--- config.mk ---
export PLATFORM = sky130hd
export DESIGN_NAME = alu_exception_unit
export DESIGN_NICKNAME = d
export VERILOG_FILES = /design/src/rtl/alu_exception_unit.sv
export SDC_FILE = /design/constraint.sdc
export NUM_CORES = 1
export LEC_CHECK = 0
export CAP_MARGIN = 20
export CELL_PAD_IN_SITES_DETAIL_PLACEMENT = 1
export CELL_PAD_IN_SITES_GLOBAL_PLACEMENT = 2
export CORE_ASPECT_RATIO = 0.75
export CORE_MARGIN = 4
export CORE_UTILIZATION = 23
export CTS_BUF_LIST = sky130_fd_sc_hd__clkbuf_4 sky130_fd_sc_hd__clkbuf_8
export CTS_CLUSTER_DIAMETER = 40
export DETAILED_ROUTE_END_ITERATION = 12
export GPL_TIMING_DRIVEN = 0
export PLACE_DENSITY = 0.77
export SLEW_MARGIN = 20
export SYNTH_ARGS = -nofsm -noshare
export SYNTH_HDL_FRONTEND = slang
export SYNTH_SLANG_ARGS = --single-unit
--- constraint.sdc ---
create_clock -name clk -period 2.3 [get_ports clk]
set_clock_uncertainty 0.1 [all_clocks]
set_input_delay 0.46 -clock clk [delete_from_list [all_inputs] [get_ports clk]]
set_output_delay 0.46 -clock clk [all_outputs]
set_load 0.005 [all_outputs]
--- src/rtl/alu_exception_unit.sv ---
// alu_exception_unit
//
// Sits after the ALU in the EX stage. It does three jobs:
//   - registers each ALU result toward writeback (1-cycle latency)
//   - OR-accumulates the ALU status flags into a sticky status register
//   - detects trapping ops (signed overflow on add/sub/mul, divide-by-zero
//     on div), captures EPC and cause, and holds the pipeline until the
//     control unit acknowledges.
//
// Handshake: exc_req is a level request. It rises on the edge after a
// trapping op is accepted and stays high, together with stall, until the
// edge at which exc_ack=1 is sampled while in TRAP. exc_ack in IDLE has
// no effect. While in TRAP, ex_valid is ignored.
//
// Ports:
//   clk, reset        rising-edge clock, synchronous active-high reset
//   ex_valid          ALU result/status/ctrl/pc valid this cycle
//   ex_ctrl           ALU op code (0010 add, 0110 sub, 1000 mul, 1001 div)
//   ex_result         ALU result
//   ex_status         ALU flags: [7] zero [6] ovf [5] carry [4] neg [2] div0
//   ex_pc             PC of the instruction
//   trap_mask         [0] enable overflow trap, [1] enable div-by-zero trap
//   status_clr        clear sticky status (set-after-clear with a new op)
//   exc_ack           control unit acknowledges the exception
//   wb_valid/result   registered writeback
//   stall             hold upstream pipeline (state == TRAP)
//   exc_req           exception request to control unit
//   exc_cause         00 none, 01 overflow, 10 divide-by-zero
//   epc               PC of faulting instruction
//   sticky_status     accumulated flags; bits [3],[1],[0] always 0
//   exc_count         trap counter (only with ALU_EXC_COUNTER_EN, else 0)
//   dbg_state         current FSM state (0 IDLE, 1 TRAP)
//
// Optional feature macro: ALU_EXC_COUNTER_EN
module alu_exception_unit #(
  parameter int DATA_W = 32,
  parameter int PC_W   = 32,
  parameter int CNT_W  = 16
) (
  input  logic              clk,
  input  logic              reset,
  input  logic              ex_valid,
  input  logic [3:0]        ex_ctrl,
  input  logic [DATA_W-1:0] ex_result,
  input  logic [7:0]        ex_status,
  input  logic [PC_W-1:0]   ex_pc,
  input  logic [1:0]        trap_mask,
  input  logic              status_clr,
  input  logic              exc_ack,
  output logic              wb_valid,
  output logic [DATA_W-1:0] wb_result,
  output logic              stall,
  output logic              exc_req,
  output logic [1:0]        exc_cause,
  output logic [PC_W-1:0]   epc,
  output logic [7:0]        sticky_status,
  output logic [CNT_W-1:0]  exc_count,
  output logic              dbg_state
);

  localparam logic [3:0] CTRL_ADD = 4'b0010;
  localparam logic [3:0] CTRL_SUB = 4'b0110;
  localparam logic [3:0] CTRL_MUL = 4'b1000;
  localparam logic [3:0] CTRL_DIV = 4'b1001;

  // Only zero, overflow, carry, negative and divide-by-zero are tracked.
  localparam logic [7:0] STATUS_MASK = 8'b1111_0100;

  typedef enum logic {
    ST_IDLE = 1'b0,
    ST_TRAP = 1'b1
  } state_t;

  state_t              r_state;
  state_t              w_state_nxt;
  logic                r_wb_valid;
  logic [DATA_W-1:0]   r_wb_result;
  logic                r_exc_req;
  logic [1:0]          r_exc_cause;
  logic [PC_W-1:0]     r_epc;
  logic [7:0]          r_sticky;

  logic                w_accept;
  logic                w_ovf_op;
  logic                w_ovf_trap;
  logic                w_dz_trap;
  logic                w_trap;
  logic [1:0]          w_cause;
  logic [7:0]          w_status_m;

  assign w_accept   = ex_valid && (r_state == ST_IDLE);
  assign w_ovf_op   = (ex_ctrl == CTRL_ADD) || (ex_ctrl == CTRL_SUB) ||
                      (ex_ctrl == CTRL_MUL);
  assign w_ovf_trap = ex_status[6] && trap_mask[0] && w_ovf_op;
  assign w_dz_trap  = ex_status[2] && trap_mask[1] && (ex_ctrl == CTRL_DIV);
  assign w_trap     = w_accept && (w_ovf_trap || w_dz_trap);
  // Divide-by-zero takes priority when both conditions hold.
  assign w_cause    = w_dz_trap ? 2'b10 : 2'b01;
  assign w_status_m = ex_status & STATUS_MASK;

  always_comb begin
    w_state_nxt = r_state;
    case (r_state)
      ST_IDLE: if (w_trap)  w_state_nxt = ST_TRAP;
      ST_TRAP: if (exc_ack) w_state_nxt = ST_IDLE;
      default: w_state_nxt = ST_IDLE;
    endcase
  end

  always_ff @(posedge clk) begin
    if (reset) begin
      r_state     <= ST_IDLE;
      r_wb_valid  <= 1'b0;
      r_wb_result <= '0;
      r_exc_req   <= 1'b0;
      r_exc_cause <= 2'b00;
      r_epc       <= '0;
      r_sticky    <= 8'h00;
    end else begin
      r_state    <= w_state_nxt;
      r_wb_valid <= w_accept && !w_trap;
      if (w_accept && !w_trap) r_wb_result <= ex_result;

      if (w_trap) begin
        r_exc_req   <= 1'b1;
        r_exc_cause <= w_cause;
        r_epc       <= ex_pc;
      end else if (r_state == ST_TRAP && exc_ack) begin
        r_exc_req   <= 1'b0;
        r_exc_cause <= 2'b00;
      end

      // Clear first, then merge the flags of an op accepted in the same cycle.
      if (status_clr) r_sticky <= w_accept ? w_status_m : 8'h00;
      else if (w_accept) r_sticky <= r_sticky | w_status_m;
    end
  end

`ifdef ALU_EXC_COUNTER_EN
  logic [CNT_W-1:0] r_exc_count;

  always_ff @(posedge clk) begin
    if (reset) begin
      r_exc_count <= '0;
    end else if (w_trap && !(&r_exc_count)) begin
      r_exc_count <= r_exc_count + 1'b1;
    end
  end

  assign exc_count = r_exc_count;
`else
  assign exc_count = '0;
`endif

  assign wb_valid      = r_wb_valid;
  assign wb_result     = r_wb_result;
  assign stall         = (r_state == ST_TRAP);
  assign exc_req       = r_exc_req;
  assign exc_cause     = r_exc_cause;
  assign epc           = r_epc;
  assign sticky_status = r_sticky;
  assign dbg_state     = r_state;

endmodule

==> impl_metrics.json <==
{
  "status": "finished, final reports clean",
  "synth_edf_count": 0,
  "drt_iter0_drc": 177,
  "grt_pass1_wl_um": 23300,
  "synthCells": 461,
  "rows": 40,
  "yosysWarnings": 0,
  "area_growth_pct": 56.0,
  "ys.flop_type": "dfxtp_1",
  "leakage_nw": 2.30,
  "r2r_cells": 5,
  "cts.clk_slew.worst_paths_ps": 70,
  "holdCritPathClass": "reg2reg",
  "drv_cap": 0,
  "tritoncts": "built",
  "tightestPinTransition_ps": 573,
  "wl_per_cell_um": 17.4,
  "ir_drop_uv": 235,
  "crit_type": "in2reg",
  "fp.dieW_um": 158,
  "clock_path_buffers": 2,
  "cts_root_buffer": "clkbuf_8",
  "vias": 3958,
  "cts_made_buffers": 9,
  "vias_per_cell": 4.60,
  "fmax_mhz": 460,
  "grt_max_degree": 13,
  "hold_depth": 2,
  "drive_gt1_frac": 0.0799,
  "worstSkewPairLatency_ps": 350,
  "period_needed_ps": 2170,
  "whs_ps": 379,
  "holdBufCountCts": 0,
  "path_max_fanout": 10,
  "rrSetupSlack_ps": 380,
  "slew-limit-headroom": 0.618,
  "drt_wl_total_um": 15000,
  "antenna_found_initial": 0,
  "num_io_pins": 177,
  "r2r-end": "epc[18]",
  "initial_core_util": 0.239,
  "r2r-start": "dbg_state",
  "hold_violations": 0,
  "setup_violations": 0,
  "dp_hpwl_um": 11300,
  "synth.distinct_cells": 27,
  "grt-ovfl-total": 0,
  "synth_seq_cells": 74,
  "port_buffers": 153,
  "gr-usage-all-layers": 0.156,
  "arrival_ps": 2350,
  "totalNegativeSetupSlack_ps": 0,
  "rsz0062_at_grt": "false",
  "core_area_um2": 16300,
  "nets": 729,
  "dieHeight_um": 121,
  "drtAntennaViolNets": 0,
  "p_per_area_nw_per_um2": 544,
  "ys_seq_area_frac": 0.382,
  "cp-start-kind": "primary input",
  "gp_congestion": 0.799,
  "first_pass_iters": 4,
  "dieArea_um2": 19000,
  "post-route-period-util": 0.945,
  "power.total_w": 0.00329,
  "grt_pass1_vias": 4291,
  "hp-start": "exc_req",
  "min_to": "exc_req",
  "syn_area_um2": 3880,
  "finalNonFillerCells": 861,
  "endpoint_kind": "flip-flop",
  "required_ps": 2480,
  "drc": 0,
  "antennaDiodeCount": 0,
  "dp_cells": 842,
  "htree_num_levels": 3,
  "drv_slew": 0,
  "synth.avg_cell_area_um2": 8.42,
  "async_flop_share": 0,
  "cts_sinks": 74
}
## cell type report
class / count / area, um^2
flip-flops and latches: 74 / 1480
clock inverters: 4 / 97.6
repair buffers: 156 / 1570
fillers: 1911 / 10200
inverters: 1 / 3.75
well taps: 210 / 263
multi-input cells: 344 / 2160
clock buffers: 12 / 159
plain buffers: 60 / 330
## critical path, cell delays in order
cell	delay, ps
clkdlybuf4s50_1	500
nor2b_1	200
o2111a_1	240
buf_2	200
nor3_4	310
buf_6	230
mux2i_1	200
## per-stage QoR
step           utilization  cell area (um^2)  setup slack, ps
2_1_floorplan            -              3950              486
3_3_place_gp         0.353              5740             -465
3_5_place_dp         0.353              5740             -484
4_1_cts              0.370              6020             17.6
5_1_grt              0.372              6060             19.6
6_report             0.372              6060              126
## placed cells by master (no fill, tap or decap), types with 3 or more instances in the layout
cell type        instances
buf_6                    3
clkdlybuf4s50_1        153
bufinv_16                3
nand2b_1                66
dfxtp_1                 74
clkbuf_8                11
clkbuf_2                 4
buf_4                   22
nand2_1                 35
conb_1                  19
nor2_1                   5
nor3b_1                 32
nor2b_1                 39
mux2i_1                 32
a21oi_1                  8
nand3_1                 64
a22oi_1                 33
clkbuf_1                29
## worst max path at each step
stage	startpoint	to	slack, ps	depth (start not counted)
after floorplan	ex_ctrl[3]	wb_result[10]	490	6
after global placement	ex_ctrl[3]	epc[15]	-470	6
after detailed placement	ex_ctrl[3]	epc[15]	-480	6
after CTS	ex_ctrl[1]	epc[16]	20	7
after global routing	ex_ctrl[1]	wb_result[30]	20	7
final	ex_ctrl[1]	wb_result[26]	130	7
## what timing repair did
| item | CTS | global route |
|---|---|---|
| endpoints found under the setup margin | 29 | 25 |
| gates resized for setup | 4 | 5 |
| cloned | 0 | 0 |
| setup buffers | 0 | 3 |
| pin swaps | 0 | 2 |
## Yosys cell counts, types with 2 or more instances
| cell type | instances | area, um^2 |
|---|---|---|
| clkbuf_1 | 33 | 124 |
| buf_2 | 2 | 10.0 |
| nor2b_1 | 39 | 244 |
| mux2i_1 | 32 | 320 |
| nor2_1 | 5 | 18.8 |
| buf_4 | 20 | 150 |
| nand2b_1 | 66 | 413 |
| a21oi_1 | 8 | 40.0 |
| a22oi_1 | 33 | 248 |
| buf_1 | 2 | 7.51 |
| dfxtp_1 | 74 | 1480 |
| nand2_1 | 35 | 131 |
| nor3b_1 | 33 | 248 |
| nand3_1 | 64 | 320 |
| buf_6 | 3 | 33.8 |
## sequential cells by signal, summed over array words and instances (netlist names)
name	count
exc_req	1
epc	32
dbg_state	1
wb_valid	1
sticky_status	5
exc_cause	2
wb_result	32
## power breakdown
part / total [W] / internal [W] / switching [W]
registers: 0.00138 / 0.00134 / 0.0000356
logic: 0.000596 / 0.000353 / 0.000243
clock network: 0.00132 / 0.000793 / 0.000524
## logic make-up after synthesis
family	count (synthesis)	share of synthesized area
flops	74	0.382
compound gates	46	0.0844
buf+inv	61	0.0848
mux	32	0.0825
other cells	1	0.000966
simple gates	247	0.366
## per-layer routing
layer / part of all wire / vias up / track usage
met5: 0 / - / 0
met4: 0.012 / 0 / 0.0405
met3: 0.052 / 12 / 0.0401
met2: 0.48 / 108 / 0.254
met1: 0.46 / 1921 / 0.207
li1: - / 1917 / -
No activity file was read; power rests on OpenSTA's default activity.
